==> src/rtl/lab3_g29_pkg.sv <==
`default_nettype none
// ============================================================================
// Module      : lab3_g29_pkg
// Description : Shared constants, types and helpers for the lab3 group-29
//               nibble demultiplexer slice.
// Revision    : 1.0 - initial release
// ============================================================================
package lab3_g29_pkg;

  localparam int DATA_W = 4;
  localparam int NUM_CH = 8;
  localparam int SEL_W  = 3;

  typedef logic [DATA_W-1:0] nibble_t;
  typedef logic [SEL_W-1:0]  ch_sel_t;

  // One-hot decode of a channel select
  function automatic logic [NUM_CH-1:0] sel_decode(input ch_sel_t sel);
    logic [NUM_CH-1:0] onehot;
    onehot      = '0;
    onehot[sel] = 1'b1;
    return onehot;
  endfunction

endpackage
`default_nettype wire

==> src/rtl/lab3_g29_p3_demux_slot.sv <==
`default_nettype none
// ============================================================================
// Module      : lab3_g29_p3_demux_slot
// Description : One demux channel: holding register plus valid flag. A load
//               always wins over a same-cycle ack; an ack only drops the
//               valid flag and leaves the stored word in place.
// Revision    : 1.0 - initial release
// ============================================================================
module lab3_g29_p3_demux_slot #(
  parameter int DATA_W = 4
) (
  input  logic              clk,
  input  logic              rst_n,
  input  logic              load_i,
  input  logic              ack_i,
  input  logic [DATA_W-1:0] d_i,
  output logic [DATA_W-1:0] q_o,
  output logic              valid_o
);

  logic [DATA_W-1:0] data_q;
  logic [DATA_W-1:0] data_d;
  logic              valid_q;
  logic              valid_d;

  // Next-state: load replaces data and sets valid; ack clears valid only
  always_comb begin
    data_d  = data_q;
    valid_d = valid_q & ~ack_i;
    if (load_i) begin
      data_d  = d_i;
      valid_d = 1'b1;
    end
  end

  // Channel storage, emptied asynchronously by reset
  always_ff @(posedge clk or negedge rst_n) begin
    if (!rst_n) begin
      data_q  <= '0;
      valid_q <= 1'b0;
    end else begin
      data_q  <= data_d;
      valid_q <= valid_d;
    end
  end

  assign q_o     = data_q;
  assign valid_o = valid_q;

endmodule
`default_nettype wire

==> src/rtl/lab3_g29_p3_demux_1x8.sv <==
`default_nettype none
// ============================================================================
// Module      : lab3_g29_p3_demux_1x8
// Description : Registered 1-to-8 nibble demultiplexer with valid/ready input
//               handshake, per-channel holding registers released by acks,
//               and a saturating stall counter.
//               Optional macro LAB3_G29_DEMUX_AUTOSEL_EN replaces in_sel with
//               an internal round-robin pointer that never skips a channel.
// Revision    : 1.0 - initial release
// ============================================================================
module lab3_g29_p3_demux_1x8 #(
  parameter int DATA_W      = 4,
  parameter int NUM_CH      = 8,
  parameter int STALL_CNT_W = 8
) (
  input  logic                     clk,
  input  logic                     rst_n,
  input  logic [DATA_W-1:0]        in_data,
  input  logic [2:0]               in_sel,
  input  logic                     in_valid,
  output logic                     in_ready,
  output logic [NUM_CH*DATA_W-1:0] out_data,
  output logic [NUM_CH-1:0]        out_valid,
  input  logic [NUM_CH-1:0]        out_ack,
  output logic [2:0]               cur_sel,
  output logic [STALL_CNT_W-1:0]   stall_cnt
);

  import lab3_g29_pkg::*;

  ch_sel_t                  w_tgt;
  logic                     w_xfer;
  logic [NUM_CH-1:0]        w_load;
  logic [STALL_CNT_W-1:0]   stall_q;
  logic [STALL_CNT_W-1:0]   stall_d;

`ifdef LAB3_G29_DEMUX_AUTOSEL_EN
  ch_sel_t ptr_q;
  ch_sel_t ptr_d;
  logic    unused_in_sel;

  // The source select is ignored when the pointer chooses the target
  assign unused_in_sel = ^in_sel;

  // Pointer advances only on an accepted transfer, so a full channel holds it
  always_comb begin
    ptr_d = ptr_q;
    if (w_xfer) begin
      ptr_d = ptr_q + 3'd1;
    end
  end

  // Round-robin pointer register
  always_ff @(posedge clk or negedge rst_n) begin
    if (!rst_n) begin
      ptr_q <= '0;
    end else begin
      ptr_q <= ptr_d;
    end
  end

  assign w_tgt = ptr_q;
`else
  assign w_tgt = in_sel;
`endif

  assign cur_sel = w_tgt;

  // A full channel that is acked this cycle can be refilled in the same cycle
  assign in_ready = ~out_valid[w_tgt] | out_ack[w_tgt];
  assign w_xfer   = in_valid & in_ready;
  assign w_load   = w_xfer ? sel_decode(w_tgt) : '0;

  generate
    for (genvar k = 0; k < NUM_CH; k++) begin : g_slot
      lab3_g29_p3_demux_slot #(
        .DATA_W (DATA_W)
      ) u_slot (
        .clk     (clk),
        .rst_n   (rst_n),
        .load_i  (w_load[k]),
        .ack_i   (out_ack[k]),
        .d_i     (in_data),
        .q_o     (out_data[k*DATA_W +: DATA_W]),
        .valid_o (out_valid[k])
      );
    end
  endgenerate

  // Stall counter steps on blocked offers and sticks at all-ones
  always_comb begin
    stall_d = stall_q;
    if (in_valid && !in_ready && !(&stall_q)) begin
      stall_d = stall_q + 1'b1;
    end
  end

  // Stall counter register, cleared only by reset
  always_ff @(posedge clk or negedge rst_n) begin
    if (!rst_n) begin
      stall_q <= '0;
    end else begin
      stall_q <= stall_d;
    end
  end

  assign stall_cnt = stall_q;

endmodule
`default_nettype wire

==> config.mk <==
export PLATFORM = sky130hd
export DESIGN_NAME = lab3_g29_p3_demux_1x8
export DESIGN_NICKNAME = d
export VERILOG_FILES = /design/src/rtl/lab3_g29_pkg.sv /design/src/rtl/lab3_g29_p3_demux_slot.sv /design/src/rtl/lab3_g29_p3_demux_1x8.sv
export SDC_FILE = /design/constraint.sdc
export NUM_CORES = 1
export LEC_CHECK = 0
export CAP_MARGIN = 20
export CORE_UTILIZATION = 25
export CTS_CLUSTER_DIAMETER = 60
export DETAILED_ROUTE_END_ITERATION = 10
export HOLD_SLACK_MARGIN = 0.15
export PLACE_DENSITY = 0.46
export SLEW_MARGIN = 20
export SYNTH_ARGS = -nofsm -noshare
export SYNTH_HDL_FRONTEND = slang
export SYNTH_HIERARCHICAL = 1
export SYNTH_SLANG_ARGS = --single-unit
==> constraint.sdc <==
create_clock -name clk -period 4.65 [get_ports clk]
set_input_delay 0.465 -clock clk [delete_from_list [all_inputs] [get_ports clk]]
set_output_delay 0.465 -clock clk [all_outputs]
set_load 0.005 [all_outputs]
Word-level counts from Yosys, hierarchy flattened
Cells that the tools add are included.
Storage, ports and cells
  register bits: 48
  input bits: 18
  word-level logic and storage cells: 60
Operators by class
  add/subtract/negate cells: 1
  magnitude comparators: 2
  muxes and demuxes: 15
  bitwise gates (word level): 19
  reduce and logical (&&, ||, !) cells: 6
Operators with widths (count)
  $mux W1: 11
  $and A1 B1 Y1: 9
  $not A1 Y1: 9
  $add A8 B1 Y8 const B: 1
  $mux W8: 1
  $reduce_and A8 Y1: 1
  $bmux W1 S3: 2
  $lt A3 B4 Y1 const B: 1
  $demux W1 S3: 1
  $ge A3 B1 Y1 const B: 1
  $logic_and A1 B1 Y1: 3
  $logic_not A1 Y1: 2
  $or A1 B1 Y1: 1

Logic depth before layout (Yosys ltp)
Gate-level depths: netlist of run 1.
  depth in word-level cells: 7
  gate-level depth with buffers: 6
  mapped depth without buffers: 5

By module
The synthesis of run 1 kept the hierarchy.
By module, submodules not included
  lab3_g29_p3_demux_slot: times used 8, cells an instance 11, area an instance 182.7 um^2, seq. area each 125.1 um^2
  lab3_g29_p3_demux_1x8: times used 1, cells an instance 59, area an instance 645.6 um^2, seq. area each 200.2 um^2

Worst setup path after synthesis of run 1
Ideal clock, no wire load.
  kind: input -> register
  from: input in_sel[2]
  to: register g_slot[2].u_slot.data_q[0]
  library setup time: 125 ps
  arrival time: 2575 ps
  data required time: 4525 ps
  slack: 1950 ps
  stages: 6
  path buffers: 1
  cell sequence: clkbuf_1 -> mux4_2 -> mux2i_4 -> nor2_2 -> nor4b_1 -> mux2_2
Between the ends
  longest elaborated chain between the ends: 6
  elaborated cells on any way between the ends: 13
RTL lines
  from (decl): RTL line lab3_g29_p3_demux_1x8.sv:19  | input logic [2:0] in_sel,
  branches (longest 5 deep; another with $lt A3 B4 Y1)
  $mux W8 (*): RTL line lab3_g29_p3_demux_1x8.sv:72  | assign w_load = w_xfer ? sel_decode(w_tgt) : '0;
  net w_load[2]: RTL line lab3_g29_p3_demux_1x8.sv:33  | logic [NUM_CH-1:0] w_load;
  to (signal assigned): RTL line lab3_g29_p3_demux_slot.sv:42  | data_q <= data_d;
  to (decl): RTL line lab3_g29_p3_demux_slot.sv:21  | logic [DATA_W-1:0] data_q;
Mark *: on every way through the listed nets, which the timed path passes. The select of a mux whose other input is x is not followed.
A chain may end at the register's enable or synchronous reset.

Worst setup path after layout of run 1
  from: input in_sel[0]
  to: output in_ready
Between the ends
  longest elaborated chain between the ends: 4
  elaborated cells on any way between the ends: 6
RTL lines
  $bmux W1 S3: RTL line lab3_g29_p3_demux_1x8.sv:70  | assign in_ready = ~out_valid[w_tgt] | out_ack[w_tgt];
  $mux W1 (implied by the code): RTL line lab3_g29_p3_demux_1x8.sv:70
  $not A1 Y1: RTL line lab3_g29_p3_demux_1x8.sv:70
  $or A1 B1 Y1 (*): RTL line lab3_g29_p3_demux_1x8.sv:70
  to (decl): RTL line lab3_g29_p3_demux_1x8.sv:21  | output logic in_ready,
Every way passes the cells marked *; elsewhere a longest branch is shown, timed or not. The select of a mux whose other input is x is not followed.

==> run metrics, run 1 <==
total CTS buffers=5; maxcap violations=0; Least-Margin Pin Slew=~730 ps; Cell variety after synth=29; total gr overflow=0; area share of and/or/nand/nor cells after synthesis=a little over 8%; final hold slack=approximately 250 ps; Worst setup SP type=input port; CTS tree=yes; design area=between 0.003 and 0.004 mm²; clock latency on the worst-skew pair=~290 ps; number of setup buffers added after CTS=0; Worst Path Required=4180 ps; WL met1=between 2 and 2.5 mm; Starting Density=25.77%; Peak Freq=around 300 MHz; routed wl met3=around 460 µm; final hold viol count=0; total track usage=about an eighth; CP endpoint kind=primary output; ANT cells=0; leak pwr=~1.3 nW; synthesized flop and latch total=48; Post-Synth Adder-Cell Area=0.5938%; Worst Path Max Fanout=10; Final Cycle Share=around three quarters; RSZ-0062 raised after global routing=no; gate count after technology mapping=147; Area growth, synth to finish=43.94%; sequential-to-total area share from yosys stat=57.01%; DIE WIDTH=between 90 and 100 µm; Vias=about 1500; final setup violation count=0; Remaining DRCs=0; min-delay worst type=input port to async pin; drt wl/cell=16.16 µm; Post-DP HPWL=about 3.9 mm; initial antenna violation count=0; hold_buf cts=0; post-synthesis compound-gate area fraction=just under 4%; largest net degree at the start of global routing=around 50; pwr dens=378.4 mW/mm²; number of global-route vias before repair=between 1500 and 2000; top sig layer=met4; Post-Route Skew=3.041 ps; Die Area=0.008799 mm²; IO buf count=69; global-route wire length before repair=8.438 mm; Rows=33; drt total wl=around 5.3 mm; launch point of the worst path=in_sel[0]; mean area per synthesized cell=between 10 and 15 µm²; Mapped Area=around 0.0021 mm²; CP arrival=between 2000 and 3000 ps; Worst-path clk slew=approximately 90 ps; share of layout cells above drive strength 1=between 20% and 30%; relative max-transition margin=51.19%; Clock Root Buffer=clkbuf_8; DP Worst Slack=between 1000 and 1500 ps; GPL Wtd Cong=between 0.7 and 0.8; Final WS setup=1251 ps; met2 wire length=around 2.5 mm; status=finished, final reports clean; IO Pins=70; # resized after CTS=0; YS warnings=6; utilization after layout=roughly 37%; Initial DRC Count=52; first-pass iteration count of the detailed router=5; core area=around 0.0082 mm²; Max VDD drop=0.1610 mV; post-synth net total=166; setup TNS=0 ps; H-tree depth=2; mux cell area share after synthesis=23.69%; Nets=243; largest family of logic cells by synthesized area=multiplexers; vias per cell=about 4.5; clock sink count=between 40 and 50; xor-xnor portion of the synthesized cell area=2.910%; crit path time final=about 3400 ps; WS Path Type=input port to primary output; buffer depth of the longest clock path=2; Max Slew Vio Count=0; Final ANT Viol Nets=0; Cell Area, Placed=slightly below 0.003 mm²; worst r2r src=g_slot[5].u_slot/valid_o$_DFF_PN0_; die height=around 94 µm
[cell usage in the layout (no fill, tap or decap), drive strengths merged, types with 2 or more instances in the layout]
cell | Yosys | final
clkinvlp | 0 | 2
dfrtp | 48 | 48
mux4 | 4 | 4
nand4 | 2 | 2
nor4 | 7 | 7
mux2 | 34 | 34
clkdlybuf4s50 | 0 | 68
a21o | 8 | 8
nor3 | 3 | 3
clkbuf | 1 | 6
inv | 9 | 9
nor4b | 4 | 4
nand3 | 2 | 2
buf | 5 | 8
xor2 | 7 | 7
nand2 | 4 | 4
[synthesized netlist by cell type]
library cell  instances  area (µm²)
nor3_2                1       10.01
nor4b_1               3       26.28
buf_1                 1       3.750
and3_1                1       6.260
dfrtp_1              48        1201
nand4_1               2       12.51
nor4_1                7       43.79
nor2_2                1       6.260
buf_4                 3       22.52
xor2_1                7       61.31
clkbuf_1              1       3.750
nand3_1               2       10.01
nand2b_1              1       6.260
buf_6                 1       11.26
nor4b_2               1       15.01
ha_1                  1       12.51
a21o_2                8       70.07
mux2_4                1       15.01
mux2_1                1       11.26
o211ai_1              1       7.510
mux2_2               32       360.4
mux4_2                4       90.09
o21ai_0               1       5.000
and2_1                1       6.260
nor3_1                2       10.01
nor3b_1               1       7.510
nand2_1               4       15.01
mux2i_4               1       22.52
inv_1                 9       33.78
[per-stage QoR]
step	power [mW]	std cells
CTS	1.173	330
global placement	0.8973	322
floorplan	0.6673	147
global route	1.224	330
detailed placement	0.8960	322
finish	1.148	330
[path summary, 6_finish.rpt]
| path | endpoint | slack (ps) | depth (start not counted) |
|---|---|---|---|
| worst max-delay path | in_ready | 1250 | 6 |
| worst min-delay path | stall_cnt[4]$_DFFE_PN0P_ | 250 | 2 |
| worst max register to register | g_slot[7].u_slot/q_o[2]$_DFFE_PN0P_ | 2110 | 5 |
| worst min register to register | stall_cnt[6]$_DFFE_PN0P_ | 500 | 1 |
| max in group asynchronous | g_slot[3].u_slot/valid_o$_DFF_PN0_ | 3960 | 2 |
| min in group clk | stall_cnt[6]$_DFFE_PN0P_ | 500 | 1 |
[cell type report]
cell class,count,area [µm²]
well taps,105,131.4
inverters,9,33.78
multi-input cells,84,830.8
clock buffers,6,82.58
fillers,831,5142
repair buffers,76,738.2
clock inverters,2,15.01
flip-flops and latches,48,1201
[routing by layer]
metal	vias up	global-route usage, %
li1	685	-
met5	-	0
met2	54	19.83
met1	747	16.88
met3	2	5.583
met4	0	2.308
[critical path, stage by stage]
cell and delay, ps:
clkdlybuf4s50_1 740, mux4_2 550, mux2_4 330, nor2_2 320
inv_1 80, clkdlybuf4s50_1 440
[power by group]
| part | leakage (nW) | switching [mW] | total, mW | internal [mW] |
|---|---|---|---|---|
| Combinational | 0.671 | 0.107 | 0.334 | 0.227 |
| Clock | 0.0434 | 0.142 | 0.263 | 0.121 |
| Sequential | 0.601 | 0.0518 | 0.551 | 0.499 |
| Total | 1.32 | 0.301 | 1.15 | 0.847 |
[sequential cells by signal, summed over array words and instances, names as in the netlist]
register / flops
g_slot.u_slot/q_o: 32
stall_cnt: 8
g_slot.u_slot/valid_o: 8
[logic make-up after synthesis]
kind of cell,count (synthesis)
buffers and inverters,15
DFF,48
muxes,39
AOI/OAI and AO/OA,10
and+or+nand+nor,27
adders and majority gates,1
xor gates and xnor gates,7
No activity file was read; power rests on OpenSTA's default activity.
==> inputs of run 2 (changes only) <==
--- a/config.mk
+++ b/config.mk
@@ -10,7 +10,7 @@
 export CTS_CLUSTER_DIAMETER = 60
 export DETAILED_ROUTE_END_ITERATION = 10
 export HOLD_SLACK_MARGIN = 0.15
-export PLACE_DENSITY = 0.46
+export PLACE_DENSITY = 0.48
 export SLEW_MARGIN = 20
 export SYNTH_ARGS = -nofsm -noshare
 export SYNTH_HDL_FRONTEND = slang
==> constraint.sdc (replaced) <==
create_clock -name clk -period 2.8 [get_ports clk]
set_input_delay 0.28 -clock clk [delete_from_list [all_inputs] [get_ports clk]]
set_output_delay 0.28 -clock clk [all_outputs]
set_load 0.005 [all_outputs]
==> run 2 against run 1 <==
Wire length grew 1.3%. Die area is the same. Sequential power rose by 67%. Largest cell class unchanged. Highest routed layer unchanged.
==> run metrics, run 2 (synthesis results as in run 1) <==
min-delay worst type=input port to async pin (unchanged); Peak Freq=between 300 and 400 MHz; IO buf count=69 (unchanged); GPL Wtd Cong=0.7241 (was 0.7443); crit path time final=between 2000 and 3000 ps; relative max-transition margin=56.10% (was 51.19%); WS Path Type=input port to flip-flop (was input port to primary output); slowest library cell on the worst path=mux4_2 (was clkdlybuf4s50_1); Post-Route Skew=4.416 ps (was 3.041 ps); vias per cell=4.434 (was 4.509); number of global-route vias before repair=1608 (was 1546); share of layout cells above drive strength 1=33.47% (was 28.89%); Worst Path Max Fanout=5 (was 10); utilization after layout=39.03% (was 37.10%); Remaining DRCs=0 (unchanged); Die Area=0.008799 mm² (unchanged); DIE WIDTH=93.81 µm (unchanged); CP endpoint kind=flip-flop (was primary output); Least-Margin Pin Slew=651.6 ps (was 730.6 ps); maxcap violations=0 (unchanged); Worst-path clk slew=100 ps (was 90 ps); status=finished, final reports clean (unchanged); final setup violation count=0 (unchanged); Max VDD drop=0.2673 mV (was 0.1610 mV); total track usage=13.10% (was 12.87%); max incr delay on CP=520 ps (was 740 ps); final hold viol count=0 (unchanged); most common cell after layout, fill and taps aside=clkdlybuf4s50_1 (unchanged); CP arrival=2760 ps (was 2930 ps); CTS tree=yes (unchanged); Worst Path Required=3000 ps (was 4180 ps); max reg flops=32 (unchanged); Post-DP HPWL=3.946 mm (was 3.876 mm); most frequent cells in the layout=clkdlybuf4s50_1 (67), dfrtp_1 (48), mux2_2 (32), buf_4 (13), inv_1 (9) (was clkdlybuf4s50_1 (68), dfrtp_1 (48), mux2_2 (32), inv_1 (9), a21o_2 (8)); Nets=254 (was 243); Clock Root Buffer=clkbuf_8 (unchanged); IO Pins=70 (unchanged); worst path bufs/invs=5 (was 3); core area=0.008175 mm² (unchanged); clock sink count=48 (unchanged); pwr dens=629.3 mW/mm² (was 378.4 mW/mm²); largest net degree at the start of global routing=26 (was 49); RSZ-0062 raised after global routing=no (unchanged); Rows=33 (unchanged); drt wl/cell=15.84 µm (was 16.16 µm); Vias=1512 (was 1488); leak pwr=1.395 nW (was 1.316 nW); crit-path cells=clkdlybuf4s50_1 > buf_6 > mux4_2 > mux2i_4 > nor2_4 > buf_6 > buf_4 > nor4b_1 > buf_4 > mux2_2 (was clkdlybuf4s50_1 > mux4_2 > mux2_4 > nor2_2 > inv_1 > clkdlybuf4s50_1); total power draw=2.008 mW (was 1.148 mW); die height=93.81 µm (unchanged); total gr overflow=0 (unchanged); H-tree depth=2 (unchanged); Final ANT Viol Nets=0 (unchanged); critical path's top delay family=multiplexers (was buffers and inverters); first-pass iteration count of the detailed router=4 (was 5); Area growth, synth to finish=51.43% (was 43.94%); clock latency on the worst-skew pair=300 ps (was 290 ps); ANT cells=0 (unchanged); global-route wire length before repair=8.521 mm (was 8.438 mm); Final Cycle Share=between 90% and 100%; initial antenna violation count=0 (unchanged); Starting Density=25.77% (unchanged); Worst setup SP type=input port (unchanged); Max Slew Vio Count=0 (unchanged); Initial DRC Count=64 (was 52); total CTS buffers=5 (unchanged); buffer depth of the longest clock path=2 (unchanged); drt total wl=5.402 mm (was 5.334 mm)
==> run 2: per-layer routing <==
| metal | vias up | track usage [%] | part of all wire [%] |
|---|---|---|---|
| met5 | - | 0 | 0 |
| met4 | 0 | 3.077 | 0.70 |
| met3 | 5 | 4.773 | 9.1 |
| met2 | 55 | 20.56 | 47 |
| met1 | 750 | 17.12 | 43 |
| li1 | 702 | - | - |
==> run 2: cell type report <==
class                   count  area [µm²]
repair buffers             87       849.6
multi-input cells          84       858.3
clock buffers               5       68.82
inverters                   9       33.78
well taps                 105       131.4
fillers                   807        4985
clock inverters             3       47.55
flip-flops and latches     48        1201
==> run 2: path summary, 6_finish.rpt <==
check                                                 endpoint                          startpoint  slack (ps)  cells after the start
setup / recovery           g_slot[3].u_slot/q_o[2]$_DFFE_PN0P_                           in_sel[0]         240                     10
hold / removal                        stall_cnt[5]$_DFFE_PN0P_                               rst_n         510                      2
setup reg to reg           g_slot[3].u_slot/q_o[2]$_DFFE_PN0P_  g_slot[5].u_slot/valid_o$_DFF_PN0_         410                      8
hold reg to reg                       stall_cnt[6]$_DFFE_PN0P_            stall_cnt[6]$_DFFE_PN0P_         510                      1
max in group asynchronous  g_slot[1].u_slot/q_o[1]$_DFFE_PN0P_                               rst_n        1530                      3
min in group clk                      stall_cnt[6]$_DFFE_PN0P_            stall_cnt[6]$_DFFE_PN0P_         510                      1
==> run 2: report_power, final <==
group	total, mW	internal (mW)	switching (mW)
combinational	0.572	0.393	0.179
clock	0.517	0.269	0.248
sequential	0.918	0.829	0.0889
==> run 2: what timing repair did <==
| item | CTS | global route |
|---|---|---|
| hold buffers | 1 | 0 |
| pin swaps | 1 | 1 |
| gates resized for setup | 3 | 6 |
| setup buffers | 1 | 3 |
| endpoints found under the setup margin | 1 | 9 |
| hold endpoints to repair | 23 | 0 |
==> run 2: per-stage QoR <==
step	cells	setup slack (ps)	area [µm²]	hold WS [ps]	setup TNS, ps
2_1_floorplan	147	285.4	2107	-15.59	0
3_3_place_gp	328	-214.1	2980	324.1	-3690
3_5_place_dp	328	-288.9	2980	319.1	-4733
4_1_cts	338	-64.54	3143	515.5	-261.1
5_1_grt	341	127.0	3191	541.2	0
6_report	341	237.1	3191	509.3	0
